## src/rtl/fwd_hazard_unit_if.sv

```systemverilog
// Bundle between the ID/EX pipeline registers and the forwarding/hazard unit.
// The master drives pipeline state; the slave (the unit) returns selects and stall info.
interface fwd_hazard_unit_if #(
    parameter int NUM_SRC    = 2,
    parameter int FWD_STAGES = 2,
    parameter int RA_W       = 5,
    parameter int CNT_W      = 16,
    parameter int SEL_W      = $clog2(FWD_STAGES + 1)
);
    logic [NUM_SRC*RA_W-1:0]    ex_rs;
    logic [FWD_STAGES*RA_W-1:0] stage_rd;
    logic [FWD_STAGES-1:0]      stage_regwrite;
    logic                       id_valid;
    logic [NUM_SRC*RA_W-1:0]    id_rs;
    logic                       id_mc_req;
    logic [RA_W-1:0]            ex_rd;
    logic                       ex_memread;
    logic                       ex_regwrite;
    logic                       mc_issue;
    logic [RA_W-1:0]            mc_rd;

    logic [NUM_SRC*SEL_W-1:0]   forward_sel;
    logic                       stall;
    logic                       mc_busy;
    logic                       mc_wb_valid;
    logic [RA_W-1:0]            mc_wb_rd;
    logic                       mc_overrun;
    logic [CNT_W-1:0]           stall_cnt;

    modport master (
        output ex_rs, stage_rd, stage_regwrite, id_valid, id_rs, id_mc_req,
               ex_rd, ex_memread, ex_regwrite, mc_issue, mc_rd,
        input  forward_sel, stall, mc_busy, mc_wb_valid, mc_wb_rd, mc_overrun, stall_cnt
    );

    modport slave (
        input  ex_rs, stage_rd, stage_regwrite, id_valid, id_rs, id_mc_req,
               ex_rd, ex_memread, ex_regwrite, mc_issue, mc_rd,
        output forward_sel, stall, mc_busy, mc_wb_valid, mc_wb_rd, mc_overrun, stall_cnt
    );
endinterface

```

## src/rtl/fwd_hazard_unit.sv

```systemverilog
// Forwarding select, load-use / multi-cycle hazard stall, single-slot multi-cycle
// scoreboard and a saturating stall counter, sitting in front of the EX operand muxes.
module fwd_hazard_unit #(
    parameter int NUM_SRC    = 2,
    parameter int FWD_STAGES = 2,
    parameter int RA_W       = 5,
    parameter int MC_LAT     = 4,
    parameter int CNT_W      = 16,
    parameter int SEL_W      = $clog2(FWD_STAGES + 1)
) (
    input logic             clk,
    input logic             rst_n,
    fwd_hazard_unit_if.slave bus
);

    localparam int CNT_BITS = $clog2(MC_LAT);
    localparam logic [CNT_BITS-1:0] CNT_INIT = CNT_BITS'(MC_LAT - 1);
    localparam logic [CNT_BITS-1:0] CNT_ONE  = CNT_BITS'(1);

    typedef enum logic {IDLE, BUSY} state_t;

    state_t              state_q;
    logic [CNT_BITS-1:0] cnt_q;
    logic [RA_W-1:0]     mc_rd_q;
    logic                wb_valid_q;
    logic [RA_W-1:0]     wb_rd_q;
    logic                overrun_q;
    logic [CNT_W-1:0]    stall_cnt_q;
    logic [CNT_W-1:0]    stall_cnt_d;

    logic [NUM_SRC*SEL_W-1:0] fwd_sel;
    logic lu_hit;
    logic mraw_hit;
    logic lu;
    logic mraw;
    logic mstr;
    logic stall;

    // Stages are scanned farthest-first so the nearest qualifying stage overwrites the select.
    always_comb begin
        fwd_sel = '0;
        for (int i = 0; i < NUM_SRC; i++) begin
            for (int s = FWD_STAGES - 1; s >= 0; s--) begin
                if (bus.stage_regwrite[s] &&
                    (bus.stage_rd[s*RA_W +: RA_W] != '0) &&
                    (bus.stage_rd[s*RA_W +: RA_W] == bus.ex_rs[i*RA_W +: RA_W])) begin
                    fwd_sel[i*SEL_W +: SEL_W] = SEL_W'(s + 1);
                end
            end
        end
    end

    always_comb begin
        lu_hit   = 1'b0;
        mraw_hit = 1'b0;
        for (int i = 0; i < NUM_SRC; i++) begin
            if (bus.id_rs[i*RA_W +: RA_W] == bus.ex_rd)  lu_hit   = 1'b1;
            if (bus.id_rs[i*RA_W +: RA_W] == mc_rd_q)    mraw_hit = 1'b1;
        end
    end

    // During the write-back pulse the register file write-through supplies the result.
    always_comb begin
        lu    = bus.id_valid & bus.ex_memread & bus.ex_regwrite & (bus.ex_rd != '0) & lu_hit;
        mraw  = bus.id_valid & (state_q == BUSY) & ~wb_valid_q & (mc_rd_q != '0) & mraw_hit;
        mstr  = bus.id_valid & bus.id_mc_req & (state_q == BUSY) & ~wb_valid_q;
        stall = lu | mraw | mstr;
    end

    // Issue loads MC_LAT-1; the write-back pulse is registered so it lands when cnt reaches 0.
    always_ff @(posedge clk or negedge rst_n) begin
        if (!rst_n) begin
            state_q    <= IDLE;
            cnt_q      <= '0;
            mc_rd_q    <= '0;
            wb_valid_q <= 1'b0;
            wb_rd_q    <= '0;
            overrun_q  <= 1'b0;
        end else begin
            unique case (state_q)
                IDLE: begin
                    wb_valid_q <= 1'b0;
                    wb_rd_q    <= '0;
                    if (bus.mc_issue) begin
                        state_q <= BUSY;
                        cnt_q   <= CNT_INIT;
                        mc_rd_q <= bus.mc_rd;
                    end
                end
                BUSY: begin
                    if (bus.mc_issue) overrun_q <= 1'b1;
                    if (cnt_q == '0) begin
                        state_q    <= IDLE;
                        wb_valid_q <= 1'b0;
                        wb_rd_q    <= '0;
                    end else begin
                        cnt_q      <= cnt_q - CNT_ONE;
                        wb_valid_q <= (cnt_q == CNT_ONE);
                        wb_rd_q    <= (cnt_q == CNT_ONE) ? mc_rd_q : '0;
                    end
                end
                default: state_q <= IDLE;
            endcase
        end
    end

    always_comb begin
        stall_cnt_d = stall_cnt_q;
        if (stall && (stall_cnt_q != '1)) stall_cnt_d = stall_cnt_q + 1'b1;
    end

    always_ff @(posedge clk or negedge rst_n) begin
        if (!rst_n) stall_cnt_q <= '0;
        else        stall_cnt_q <= stall_cnt_d;
    end

    assign bus.forward_sel = fwd_sel;
    assign bus.stall       = stall;
    assign bus.mc_busy     = (state_q == BUSY);
    assign bus.mc_wb_valid = wb_valid_q;
    assign bus.mc_wb_rd    = wb_rd_q;
    assign bus.mc_overrun  = overrun_q;
    assign bus.stall_cnt   = stall_cnt_q;

endmodule

```

## src/flat_wrapper.sv

```systemverilog
// flat-port wrapper written by rule: the top's interface ports become plain ports
module fwd_hazard_unit_flat 
#(
    parameter int NUM_SRC    = 2,
    parameter int FWD_STAGES = 2,
    parameter int RA_W       = 5,
    parameter int MC_LAT     = 4,
    parameter int CNT_W      = 16,
    parameter int SEL_W      = $clog2(FWD_STAGES + 1)
)
  (clk, rst_n, bus_ex_rs, bus_stage_rd, bus_stage_regwrite, bus_id_valid, bus_id_rs, bus_id_mc_req, bus_ex_rd, bus_ex_memread, bus_ex_regwrite, bus_mc_issue, bus_mc_rd, bus_forward_sel, bus_stall, bus_mc_busy, bus_mc_wb_valid, bus_mc_wb_rd, bus_mc_overrun, bus_stall_cnt);
  fwd_hazard_unit_if #(.NUM_SRC(NUM_SRC), .FWD_STAGES(FWD_STAGES), .RA_W(RA_W), .CNT_W(CNT_W), .SEL_W(SEL_W)) bus_i ();
  input logic clk;
  input logic rst_n;
  input wire logic [$bits(bus_i.ex_rs)-1:0] bus_ex_rs;
  input wire logic [$bits(bus_i.stage_rd)-1:0] bus_stage_rd;
  input wire logic [$bits(bus_i.stage_regwrite)-1:0] bus_stage_regwrite;
  input wire logic [$bits(bus_i.id_valid)-1:0] bus_id_valid;
  input wire logic [$bits(bus_i.id_rs)-1:0] bus_id_rs;
  input wire logic [$bits(bus_i.id_mc_req)-1:0] bus_id_mc_req;
  input wire logic [$bits(bus_i.ex_rd)-1:0] bus_ex_rd;
  input wire logic [$bits(bus_i.ex_memread)-1:0] bus_ex_memread;
  input wire logic [$bits(bus_i.ex_regwrite)-1:0] bus_ex_regwrite;
  input wire logic [$bits(bus_i.mc_issue)-1:0] bus_mc_issue;
  input wire logic [$bits(bus_i.mc_rd)-1:0] bus_mc_rd;
  output wire logic [$bits(bus_i.forward_sel)-1:0] bus_forward_sel;
  output wire logic [$bits(bus_i.stall)-1:0] bus_stall;
  output wire logic [$bits(bus_i.mc_busy)-1:0] bus_mc_busy;
  output wire logic [$bits(bus_i.mc_wb_valid)-1:0] bus_mc_wb_valid;
  output wire logic [$bits(bus_i.mc_wb_rd)-1:0] bus_mc_wb_rd;
  output wire logic [$bits(bus_i.mc_overrun)-1:0] bus_mc_overrun;
  output wire logic [$bits(bus_i.stall_cnt)-1:0] bus_stall_cnt;
  assign bus_i.ex_rs = bus_ex_rs;
  assign bus_i.stage_rd = bus_stage_rd;
  assign bus_i.stage_regwrite = bus_stage_regwrite;
  assign bus_i.id_valid = bus_id_valid;
  assign bus_i.id_rs = bus_id_rs;
  assign bus_i.id_mc_req = bus_id_mc_req;
  assign bus_i.ex_rd = bus_ex_rd;
  assign bus_i.ex_memread = bus_ex_memread;
  assign bus_i.ex_regwrite = bus_ex_regwrite;
  assign bus_i.mc_issue = bus_mc_issue;
  assign bus_i.mc_rd = bus_mc_rd;
  assign bus_forward_sel = bus_i.forward_sel;
  assign bus_stall = bus_i.stall;
  assign bus_mc_busy = bus_i.mc_busy;
  assign bus_mc_wb_valid = bus_i.mc_wb_valid;
  assign bus_mc_wb_rd = bus_i.mc_wb_rd;
  assign bus_mc_overrun = bus_i.mc_overrun;
  assign bus_stall_cnt = bus_i.stall_cnt;
  fwd_hazard_unit #(.NUM_SRC(NUM_SRC), .FWD_STAGES(FWD_STAGES), .RA_W(RA_W), .MC_LAT(MC_LAT), .CNT_W(CNT_W), .SEL_W(SEL_W)) u_core (.clk(clk), .rst_n(rst_n), .bus(bus_i));
endmodule
```

## config.mk

```make
export PLATFORM = sky130hd
export DESIGN_NAME = fwd_hazard_unit_flat
export DESIGN_NICKNAME = d
export VERILOG_FILES = /design/src/rtl/fwd_hazard_unit_if.sv /design/src/rtl/fwd_hazard_unit.sv /design/src/flat_wrapper.sv
export SDC_FILE = /design/constraint.sdc
export NUM_CORES = 1
export LEC_CHECK = 0
export BUFFER_PORTS_ARGS = -buffer_cell sky130_fd_sc_hd__buf_2
export CELL_PAD_IN_SITES_DETAIL_PLACEMENT = 1
export CELL_PAD_IN_SITES_GLOBAL_PLACEMENT = 2
export CORE_MARGIN = 1
export CORE_UTILIZATION = 26
export CTS_CLUSTER_SIZE = 25
export DETAILED_ROUTE_END_ITERATION = 10
export PLACE_DENSITY = 0.75
export SYNTH_ARGS = -nofsm -noshare
export SYNTH_HDL_FRONTEND = slang
export SYNTH_SLANG_ARGS = --single-unit
```

## constraint.sdc

```tcl
create_clock -name clk -period 2.1 [get_ports clk]
set_input_delay 0.21 -clock clk [delete_from_list [all_inputs] [get_ports clk]]
set_output_delay 0.21 -clock clk [all_outputs]
set_load 0.01 [all_outputs]
```

==> metrics.md, run 1 <==
| Metric | Value |
|---|---|
| Outcome | `finished, violations left` |
| Failing checks | `hold timing, setup timing` |
| Max-Slew Margin vs Limit | `51.98%` |
| Worst Hold Slack | `-0.01584 ns` |
| LEAKAGE | `0.001315 uW` |
| Layout Skew | `0.005301 ns` |
| Pre-CTS WS | `-0.1226 ns` |
| Fin crit period | `2.252 ns` |
| R2R Setup Slk | `-0.10 ns` |
| H-tree depth | `2` |
| Syn Std Cell Area | `1911 um^2` |
| Area grow syn2layout | `43.55%` |
| Crit start category | `flop` |
| Final wirelength | `5502 um` |
| Sw Share | `36.82%` |
| N_diodes | `0` |
| Required time of the critical path | `1.89 ns` |
| Routed Antenna Nets | `0` |
| Critical path endpoint category | `primary output` |
| Pwr dens | `878.6 nW/um^2` |
| GRT overflow | `0` |
| Fillers | `807` |
| CTS sink cnt | `31` |
| Initial antenna violation count | `0` |
| Post-synthesis sequential area ratio | `40.60%` |
| CTS tree | `yes` |
| Mapped Cells | `186` |
| Maximum vdd ir drop | `0.0003405 V` |
| Combinational share of power | `43.3%` |
| Final Hold Fails | `31` |
| Pin slew with the least headroom to its limit | `0.7202 ns` |
| Die width | `87.72 um` |
| Syn Nets | `238` |
| R2R Path Start | `u_core.mc_rd_q[0]$_DFFE_PN0P_` |
| TritonCTS buffer count | `5` |
| Placement Rows | `30` |
| Max Clk Rate | `0.4441 GHz` |
| Die Area | `7695 um^2` |
| Adder-Cell Fraction of Synth Area | `1.965%` |
| Vias in the first global route | `1853` |
| Post-synthesis compound-gate area fraction | `9.561%` |
| Crit path max-delay cell type | `or4_4` |
| Final setup viols | `7` |
| Area of the multi-input gates | `1197 um^2` |
| CP most frequent cell | `buf_6` |
| Via/cell ratio | `4.667` |
| Core box area | `6944 um^2` |
| Layout cells sized above 1 | `44.21%` |
| Post-synth cell types | `33` |
| Simple-gate portion of the synthesized area | `16.18%` |
| Wire length of the first global-routing pass | `9059 um` |
| Clk pwr share | `20.0%` |
| Area after DPL | `2490 um^2` |
| Starting Density | `27.51%` |
| # port buffers | `77` |
| Clk buf depth | `2` |
| Seq cells post-synth | `31` |
| DR iter-0 viols | `40` |
| CP Launch Point | `u_core.mc_rd_q[0]$_DFFE_PN0P_` |
| Sequential cell area | `777.0 um^2` |
| Max Slew Vio Count | `0` |
| Initial DRT Pass Iterations | `4` |
| Mean Syn Cell Area | `10.27 um^2` |
| Mux contribution to synthesized area | `4.715%` |
| Critical path's largest stage delay | `0.51 ns` |
| Tcrit/Tclk final | `107.2%` |
| Ports | `78` |
| Post-synthesis xor/xnor area fraction | `24.75%` |
| Worst Hold Class | `in -> async` |
| WS Path Type | `reg -> out` |
| Largest net degree at the start of global routing | `32` |
| Net Switching | `887.2 uW` |
| WL/cell | `14.44 um` |
| Clk root buf | `clkbuf_8` |
| RSZ-0062 raised after global routing | `yes` |
| Clk_lat worst skew | `0.28 ns` |
| Routed via count | `1778` |
| Fin nets | `337` |
| Fin worst setup slack | `-0.1517 ns` |
| Largest family of logic cells by synthesized area | `XOR/XNOR gates` |
| MaxCap Viol Count | `0` |
| Int Power | `1522 uW` |
| Gp weighted congestion | `0.7631` |
| Die Ht | `87.72 um` |
| Finished Cell Area | `2743 um^2` |
| All-layer global routing usage | `15.45%` |
| CP Max Fanout | `5` |
| Critical path arrival | `2.04 ns` |
| Clock slew at reported path FFs | `0.07 ns` |
| Ys Warns | `0` |
| Setup TNS | `-0.4918 ns` |
| Remaining DRCs | `0` |
| Critical-path cell list | `or4_4 > nor2_4 > nor4_4 > o31ai_4 > buf_6 > nand2_2 > buf_6` |
| Hold-fix buffers, CTS | `0` |
| Register share of total power | `36.7%` |
| Dpl hpwl | `4379 um` |
## area by class of cell
type	count	area share, %
timing repair buffer	96	19.75
clock inverter	1	0.1825
sequential	31	28.33
clock buffer	6	3.011
inverter	5	0.6843
multi-input combinational	146	43.66
tap	96	4.380
## worst paths after layout
check                                                           end  cells after the start
worst max-delay path                                      bus_stall                      7
worst min-delay path                  u_core.mc_rd_q[3]$_DFFE_PN0P_                      1
worst max register to register  u_core.bus.stall_cnt[1]$_DFFE_PN0P_                      7
worst min register to register    u_core.bus.mc_overrun$_DFFE_PN0P_                      1
max in group asynchronous             u_core.mc_rd_q[0]$_DFFE_PN0P_                      1
min in group clk                  u_core.bus.mc_overrun$_DFFE_PN0P_                      2
## state kept, by name, indices dropped and copies added (netlist names)
signal / flops
u_core.mc_rd_q: 5
u_core.cnt_q: 2
u_core.bus.mc_overrun: 1
u_core.bus.mc_wb_valid: 1
u_core.bus.mc_busy: 1
u_core.bus.stall_cnt: 16
u_core.bus.mc_wb_rd: 5
## logic make-up (layout without fill, tap and decap cells)
| group | count (synthesis) | after routing |
|---|---|---|
| AO/OA/AOI/OAI | 24 | 24 |
| XOR/XNOR | 54 | 54 |
| adder cells (fa/ha/maj) | 3 | 3 |
| buffers and inverters | 9 | 108 |
| flip-flops | 31 | 31 |
| multiplexers | 8 | 8 |
| AND/OR/NAND/NOR | 57 | 57 |
## per-layer routing
| metal | wire length [um] | global-route usage, % | part of all wire, % | up-vias |
|---|---|---|---|---|
| met2 | 3017 | 29.74 | 55 | 47 |
| li1 | - | - | - | 857 |
| met3 | 172 | 1.697 | 3.1 | 5 |
| met5 | 0 | 0 | 0 | - |
| met4 | 68 | 5.067 | 1.2 | 0 |
| met1 | 2245 | 17.55 | 41 | 869 |
## power by group through the flow
stage | clock network, uW | logic (uW) | registers, uW
detailed placement | 0 | 898 | 903
global route | 517 | 1150 | 908
finish | 483 | 1040 | 885
global placement | 0 | 877 | 892
CTS | 496 | 990 | 887
floorplan | 0 | 436 | 948
## layout by cell type, fill, tap and decap left out, types with 2 or more instances in the layout
cell / count
buf_6: 3
a2111oi_4: 2
a21o_1: 2
nand2_1: 8
a211oi_2: 6
inv_1: 5
buf_2: 76
mux2_2: 5
nor3_1: 4
and3_1: 5
nor4_1: 4
a21oi_1: 5
o21ai_0: 2
mux2_1: 3
ha_1: 3
nand4_1: 2
xor2_1: 36
clkbuf_8: 6
xnor2_1: 18
buf_4: 17
or4_1: 4
nor2_1: 5
nand3_1: 13
dfrtp_1: 30
a211oi_1: 2
## metrics by stage
stage          hold slack (ns)  util, %  power [uW]  instances
3_5_place_dp            0.3191    35.86        1800        368
5_1_grt                0.04249    39.50        2576        381
3_3_place_gp            0.3131    35.86        1769        368
6_report              -0.01584    39.50        2410        381
2_1_floorplan         -0.08559        -        1383        186
4_1_cts                0.01027    38.09        2373        379
## worst max-delay path, delay by kind of cell (launching register included)
kind	cells	cell delay, ns
flops	1	0.44
buf+inv	2	0.27
compound gates	1	0.26
simple gates	4	0.79
## cell usage after synthesis
| cell type | number | area [um^2] |
|---|---|---|
| o21ai_1 | 1 | 5.000 |
| a21o_1 | 2 | 15.01 |
| nand2b_1 | 1 | 6.260 |
| a21oi_1 | 5 | 25.02 |
| a211oi_1 | 8 | 60.06 |
| nand2_1 | 9 | 33.78 |
| or4_1 | 5 | 37.54 |
| mux2_1 | 3 | 33.78 |
| buf_2 | 1 | 5.000 |
| or3_1 | 1 | 6.260 |
| nand3_1 | 13 | 65.06 |
| nor2_1 | 6 | 22.52 |
| mux2_2 | 5 | 56.30 |
| ha_1 | 3 | 37.54 |
| xor2_1 | 36 | 315.3 |
| a2111oi_1 | 4 | 40.04 |
| buf_6 | 1 | 11.26 |
| or2_2 | 1 | 6.260 |
| or3b_2 | 1 | 8.760 |
| inv_1 | 5 | 18.77 |
| xnor2_1 | 18 | 157.7 |
| a31oi_1 | 1 | 6.260 |
| nor2b_1 | 1 | 6.260 |
| nor4_1 | 6 | 37.54 |
| nand4_1 | 2 | 12.51 |
| and3_1 | 5 | 31.28 |
| nor3_1 | 4 | 20.02 |
| clkbuf_1 | 2 | 7.510 |
| o31ai_4 | 1 | 21.27 |
| and4_1 | 1 | 8.760 |
| o21ai_0 | 2 | 10.01 |
| dfrtp_1 | 31 | 775.7 |
| and2_0 | 1 | 6.260 |
## timing repair
item                                    in CTS  in global routing
setup buffers                                4                  2
pin swaps                                    1                  4
gates resized for setup                      8                 14
endpoints found under the setup margin       8                 17
gates cloned                                 0                  0
No activity file was read; power rests on OpenSTA's default activity.
==> run 2, diff against run 1 <==
CELL_PAD_IN_SITES_GLOBAL_PLACEMENT = 1   (was 2)
CORE_ASPECT_RATIO = 1.1   (was not set)
CORE_UTILIZATION = 32   (was 26)
PLACE_DENSITY = 0.73   (was 0.75)
==> metrics.md, run 2 (synthesized netlist as in run 1, its figures left out) <==
| Metric | Value |
|---|---|
| Die width | `75.68 um` |
| Placement Rows | `29` |
| Critical path arrival | `2.01 ns` |
| Hold Startpoint | `bus_mc_rd[0]` |
| Maximum vdd ir drop | `0.0003307 V` |
| Vias in the first global route | `1888` |
| CTS tree | `yes` |
| CP Launch Point | `u_core.mc_rd_q[2]$_DFFE_PN0P_` |
| Max FFs per register | `16` |
| Worst Hold Class | `in -> reg` |
| DR iter-0 viols | `59` |
| Pre-CTS WS | `-0.1399 ns` |
| Pwr dens | `917.8 nW/um^2` |
| WS Path Type | `reg -> out` |
| Commonest cells after routing, fill and taps aside | `buf_2 (76), xor2_1 (36), dfrtp_1 (29)` |
| Initial antenna violation count | `0` |
| Layout cells sized above 1 | `43.79%` |
| Critical path endpoint category | `primary output` |
| TritonCTS buffer count | `5` |
| Fin crit period | `2.218 ns` |
| Wire length of the first global-routing pass | `8825 um` |
| CP Max Fanout | `3` |
| Failing checks | `setup timing` |
| Max-Slew Margin vs Limit | `52.73%` |
| # port buffers | `77` |
| WL/cell | `15.25 um` |
| Max Slew Vio Count | `0` |
| Crit start category | `flop` |
| Layout Cells excl Fill | `367` |
| Fin nets | `341` |
| Most common cell after layout, fill and taps aside | `buf_2` |
| Clk buf depth | `2` |
| Via/cell ratio | `4.902` |
| Outcome | `finished, violations left` |
| Initial DRT Pass Iterations | `6` |
| Fillers | `688` |
| Pin slew with the least headroom to its limit | `0.7090 ns` |
| Finished Cell Area | `2789 um^2` |
| Area after DPL | `2496 um^2` |
| Dpl hpwl | `4314 um` |
| Routed Antenna Nets | `0` |
| Required time of the critical path | `1.89 ns` |
| Starting Density | `33.12%` |
| Ports | `78` |
| R2R Path Start | `u_core.mc_rd_q[2]$_DFFE_PN0P_` |
| Layout Skew | `0.002491 ns` |
| Final Hold Fails | `0` |
| H-tree depth | `2` |
| Tcrit/Tclk final | `105.6%` |
| Clock slew at reported path FFs | `0.06 ns` |
| N_diodes | `0` |
| Remaining DRCs | `0` |
| Max Clk Rate | `0.4509 GHz` |
| RSZ-0062 raised after global routing | `yes` |
| Final wirelength | `5595 um` |
| Tot Pwr | `2560 uW` |
| Clk_lat worst skew | `0.29 ns` |
| Area grow syn2layout | `45.97%` |
| Gp weighted congestion | `0.8130` |
| All-layer global routing usage | `18.87%` |
| Clk root buf | `clkbuf_8` |
| Worst Hold Slack | `0.1522 ns` |
| Die Area | `6284 um^2` |
| Cell count after placement | `353` |
| Die Ht | `83.04 um` |
| Routed via count | `1799` |
| Largest net degree at the start of global routing | `32` |
| MaxCap Viol Count | `0` |
| Final setup viols | `7` |
| GRT overflow | `0` |
| LEAKAGE | `0.001347 uW` |
| Fin worst setup slack | `-0.1177 ns` |
| Core box area | `5769 um^2` |
| CTS sink cnt | `31` |
==> run 2: routing by layer <==
layer	track usage, %	vias to the layer above	routed length (um)
met3	3.883	9	177
li1	-	864	-
met1	20.75	882	2204
met5	0	-	0
met2	34.50	44	3097
met4	6.566	0	116
==> run 2: worst paths after layout <==
check                                                           end  slack [ns]  depth (start not counted)
worst min register to register    u_core.bus.mc_overrun$_DFFE_PN0P_        0.46                          1
worst max-delay path                                      bus_stall       -0.12                          7
min in group asynchronous       u_core.bus.stall_cnt[8]$_DFFE_PN0P_        0.51                          2
worst max register to register  u_core.bus.stall_cnt[1]$_DFFE_PN0P_       -0.04                          7
worst min-delay path                  u_core.mc_rd_q[0]$_DFFE_PN0P_        0.15                          2
max in group asynchronous             u_core.mc_rd_q[0]$_DFFE_PN0P_        1.10                          2
==> run 2: layout make-up <==
| class | count | area, um^2 | share of cell area [%] |
|---|---|---|---|
| Multi-Input combinational cell | 146 | 1221 | 43.79 |
| Sequential cell | 31 | 778.2 | 27.90 |
| Timing Repair Buffer | 100 | 574.3 | 20.59 |
| Clock buffer | 8 | 100.1 | 3.589 |
| Tap cell | 77 | 96.34 | 3.454 |
| Inverter | 5 | 18.77 | 0.6729 |
==> run 2: metrics by stage <==
stage | TNS, ns | utilization, %
CTS | -0.7489 | 47.10
global placement | -0.1796 | 43.27
finish | -0.2591 | 48.34
global route | -1.348 | 48.34
detailed placement | -1.227 | 43.27
floorplan | -0.007213 | -
==> run 2: timing repair <==
action | CTS | global route
resized for setup | 15 | 8
pin swaps | 8 | 8
hold buffers | 1 | 0
setup buffers | 5 | 1
setup endpoints to repair | 17 | 17
endpoints found under the hold margin | 31 | 0
==> run 2: power by group <==
part | internal, uW | switching [uW] | total [uW]
clock | 299 | 230 | 529
sequential | 755 | 140 | 895
combinational | 576 | 559 | 1140
total | 1630 | 930 | 2560
==> run 2: critical path: stages (launching register included) <==
cell	delay (ns)
dfrtp_1	0.40
or4_4	0.53
nor2_4	0.16
nor4_4	0.07
o31ai_4	0.25
buf_6	0.14
nand2_2	0.05
buf_6	0.12
==> run 3, diff against run 2 <==
ABC_AREA = 1   (was not set)
CORE_UTILIZATION = 31   (was 32)
PLACE_DENSITY = 0.74   (was 0.73)
==> metrics.md, run 3 <==
| Metric | Value |
|---|---|
| Syn Nets | `368` |
| Mapped Cells | `316` |
| Setup bufs post-CTS | `0` |
| Most common cell after layout, fill and taps aside | `nand2_1` |
| Max FFs per register | `16` |
| Core box area | `6710 um^2` |
| Max-Slew Margin vs Limit | `52.97%` |
| Max Slew Vio Count | `0` |
| Outcome | `completed` |
| Clk buf depth | `2` |
| CTS tree | `yes` |
| Crit path buffers/inverters | `2` |
| Wire length of the first global-routing pass | `10690 um` |
| Synth cell count leaders | `nand2_1 (102), inv_1 (41), nor2_1 (33), dfrtp_1 (31), nand3_1 (25)` |
| H-tree depth | `2` |
| GRT overflow | `0` |
| Final Hold Fails | `0` |
| Tot Pwr | `2368 uW` |
| Number of enable flip-flop cells after synthesis | `0` |
| Routed Antenna Nets | `0` |
| Top_reg_cell synth | `dfrtp_1` |
| Via/cell ratio | `4.732` |
| Pin slew with the least headroom to its limit | `0.7055 ns` |
| Post-synth cell types | `23` |
| Fin worst setup slack | `0.1840 ns` |
| Delay-heaviest family, CP | `simple AND/OR/NAND/NOR gates` |
| Initial antenna violation count | `0` |
| Seq cells post-synth | `31` |
| Commonest cells after routing, fill and taps aside | `nand2_1 (102), buf_2 (77), inv_1 (41)` |
| Critical path endpoint category | `primary output` |
| Area grow syn2layout | `27.67%` |
| Gp weighted congestion | `0.7911` |
| Post-synth top area share | `35.45%` |
| Ys Warns | `0` |
| Starting Density | `32.61%` |
| Initial DRT Pass Iterations | `4` |
| LEAKAGE | `0.001558 uW` |
| CP most frequent cell | `nand2_1` |
| Layout cells sized above 1 | `24.56%` |
| Worst Hold Slack | `0.1539 ns` |
| Die Ht | `90.12 um` |
| Final wirelength | `6400 um` |
| WL/cell | `13.31 um` |
| All-layer global routing usage | `18.78%` |
| CP Max Fanout | `9` |
| Crit start category | `flop` |
| Largest net degree at the start of global routing | `32` |
| Setup TNS | `0 ns` |
| TritonCTS buffer count | `5` |
| Clk_lat worst skew | `0.28 ns` |
| Maximum vdd ir drop | `0.0003243 V` |
| Async SR Flop Fraction | `100.0%` |
| Die width | `82.11 um` |
| Top-count cell post-synth | `nand2_1` |
| Syn Std Cell Area | `2188 um^2` |
| Crit path max-delay cell type | `dfrtp_1` |
| Pwr dens | `847.6 nW/um^2` |
| Dpl hpwl | `5243 um` |
| DR iter-0 viols | `98` |
| Vias in the first global route | `2385` |
| CTS sink cnt | `31` |
| Fin crit period | `1.916 ns` |
| # port buffers | `77` |
| Ports | `78` |
| Routed via count | `2276` |
| MaxCap Viol Count | `0` |
| Max Clk Rate | `0.5219 GHz` |
| Placement Rows | `31` |
| Pre-CTS WS | `0.1950 ns` |
| Tcrit/Tclk final | `91.24%` |
| Final setup viols | `0` |
| Fin nets | `450` |
| Mean Syn Cell Area | `6.925 um^2` |
| Worst Hold Class | `in -> reg` |
| Layout Skew | `0.002905 ns` |
| Yosys top cell by area | `dfrtp_1` |
| Die Area | `7400 um^2` |
| Critical path arrival | `1.71 ns` |
| Critical path's largest stage delay | `0.40 ns` |
| Clock slew at reported path FFs | `0.07 ns` |
| Remaining DRCs | `0` |
| N_diodes | `0` |
| Required time of the critical path | `1.89 ns` |
| Post-synthesis sequential area ratio | `35.45%` |
| Clk root buf | `clkbuf_8` |
| Synth top area cells | `dfrtp_1 (35%), nand2_1 (17%), xor2_1 (7.6%), inv_1 (7.0%), xnor2_1 (6.4%)` |
| Area after DPL | `2656 um^2` |
| WS Path Type | `reg -> out` |
| Finished Cell Area | `2794 um^2` |
| Critical-path cell list | `inv_1 > nand2_1 > nand2_1 > nor2_1 > nand3_1 > nand2_1 > nand2_1 > nand3_2 > buf_2` |
| RSZ-0062 raised after global routing | `no` |
[run 3: cell types whose count changed after synthesis, sizes merged, moves of 6 or more]
cell and delta:
a211oi -8, inv +36, mux2 -8, nand2 +96
nand3 +12, nand4 +6, nor2 +28, nor3 +7
xor2 -17
[run 3: logic make-up after synthesis]
logic type / after synthesis / share of synthesized area (%)
adder cells (fa/ha/maj): 3 / 1.715
XOR/XNOR: 35 / 14.01
buffers and inverters: 46 / 8.633
AND/OR/NAND/NOR: 189 / 36.99
AO/OA/AOI/OAI: 12 / 3.202
flip-flops: 31 / 35.45
[run 3: area by class of cell]
type                    count  area (um^2)
well taps                  82        102.6
clock inverters             2        35.03
fillers                   918         3916
inverters                  41        153.9
clock buffers               6        82.58
flip-flops and latches     31        775.7
multi-input cells         239         1234
repair buffers             80        410.4
[run 3: path summary, 6_finish.rpt]
path                                                     start                                    to  slack, ns  depth (start not counted)
setup / recovery                 u_core.mc_rd_q[1]$_DFFE_PN0P_                             bus_stall       0.18                          9
hold / removal                                    bus_mc_issue     u_core.bus.mc_overrun$_DFFE_PN0P_       0.15                          2
setup reg to reg           u_core.bus.stall_cnt[1]$_DFFE_PN0P_  u_core.bus.stall_cnt[10]$_DFFE_PN0P_       0.26                         10
hold reg to reg              u_core.bus.mc_overrun$_DFFE_PN0P_     u_core.bus.mc_overrun$_DFFE_PN0P_       0.45                          1
max in group asynchronous                                rst_n  u_core.bus.stall_cnt[12]$_DFFE_PN0P_       1.14                          2
min in group asynchronous                                rst_n   u_core.bus.stall_cnt[1]$_DFFE_PN0P_       0.51                          2
[run 3: timing repair]
item / 4_1_cts / 5_1_grt
endpoints found under the hold margin: 23 / 0
endpoints found under the setup margin: 0 / 5
hold buffers: 1 / 0
gates resized for setup: 0 / 2
[run 3: layer usage]
metal,global-route usage (%),part of all wire (%),vias to the layer above
li1,-,-,1145
met1,21.29,42,1073
met2,34.85,54,52
met3,2.944,3.5,6
met4,5.263,1.1,0
met5,0,0,-
[run 3: power by group]
part	switching, uW	leakage, uW	internal [uW]	total, uW
clock network	229	0.0000612	384	613
registers	135	0.000399	750	885
logic	542	0.00110	329	871
total	906	0.00156	1460	2370
[run 3: stage by stage]
| step | cells | util (%) |
|---|---|---|
| floorplan | 316 | - |
| global placement | 472 | 39.59 |
| detailed placement | 472 | 39.59 |
| CTS | 481 | 41.49 |
| global route | 481 | 41.64 |
| finish | 481 | 41.64 |
[run 3: worst register-to-register path: stages (launching register included)]
cell     delay, ns
dfrtp_1       0.41
ha_1          0.20
inv_1         0.07
nor3_2        0.26
nand2_2       0.11
nor2_2        0.11
nand2_2       0.21
inv_1         0.16
nor2_1        0.07
nand3_1       0.08
nand2_1       0.05
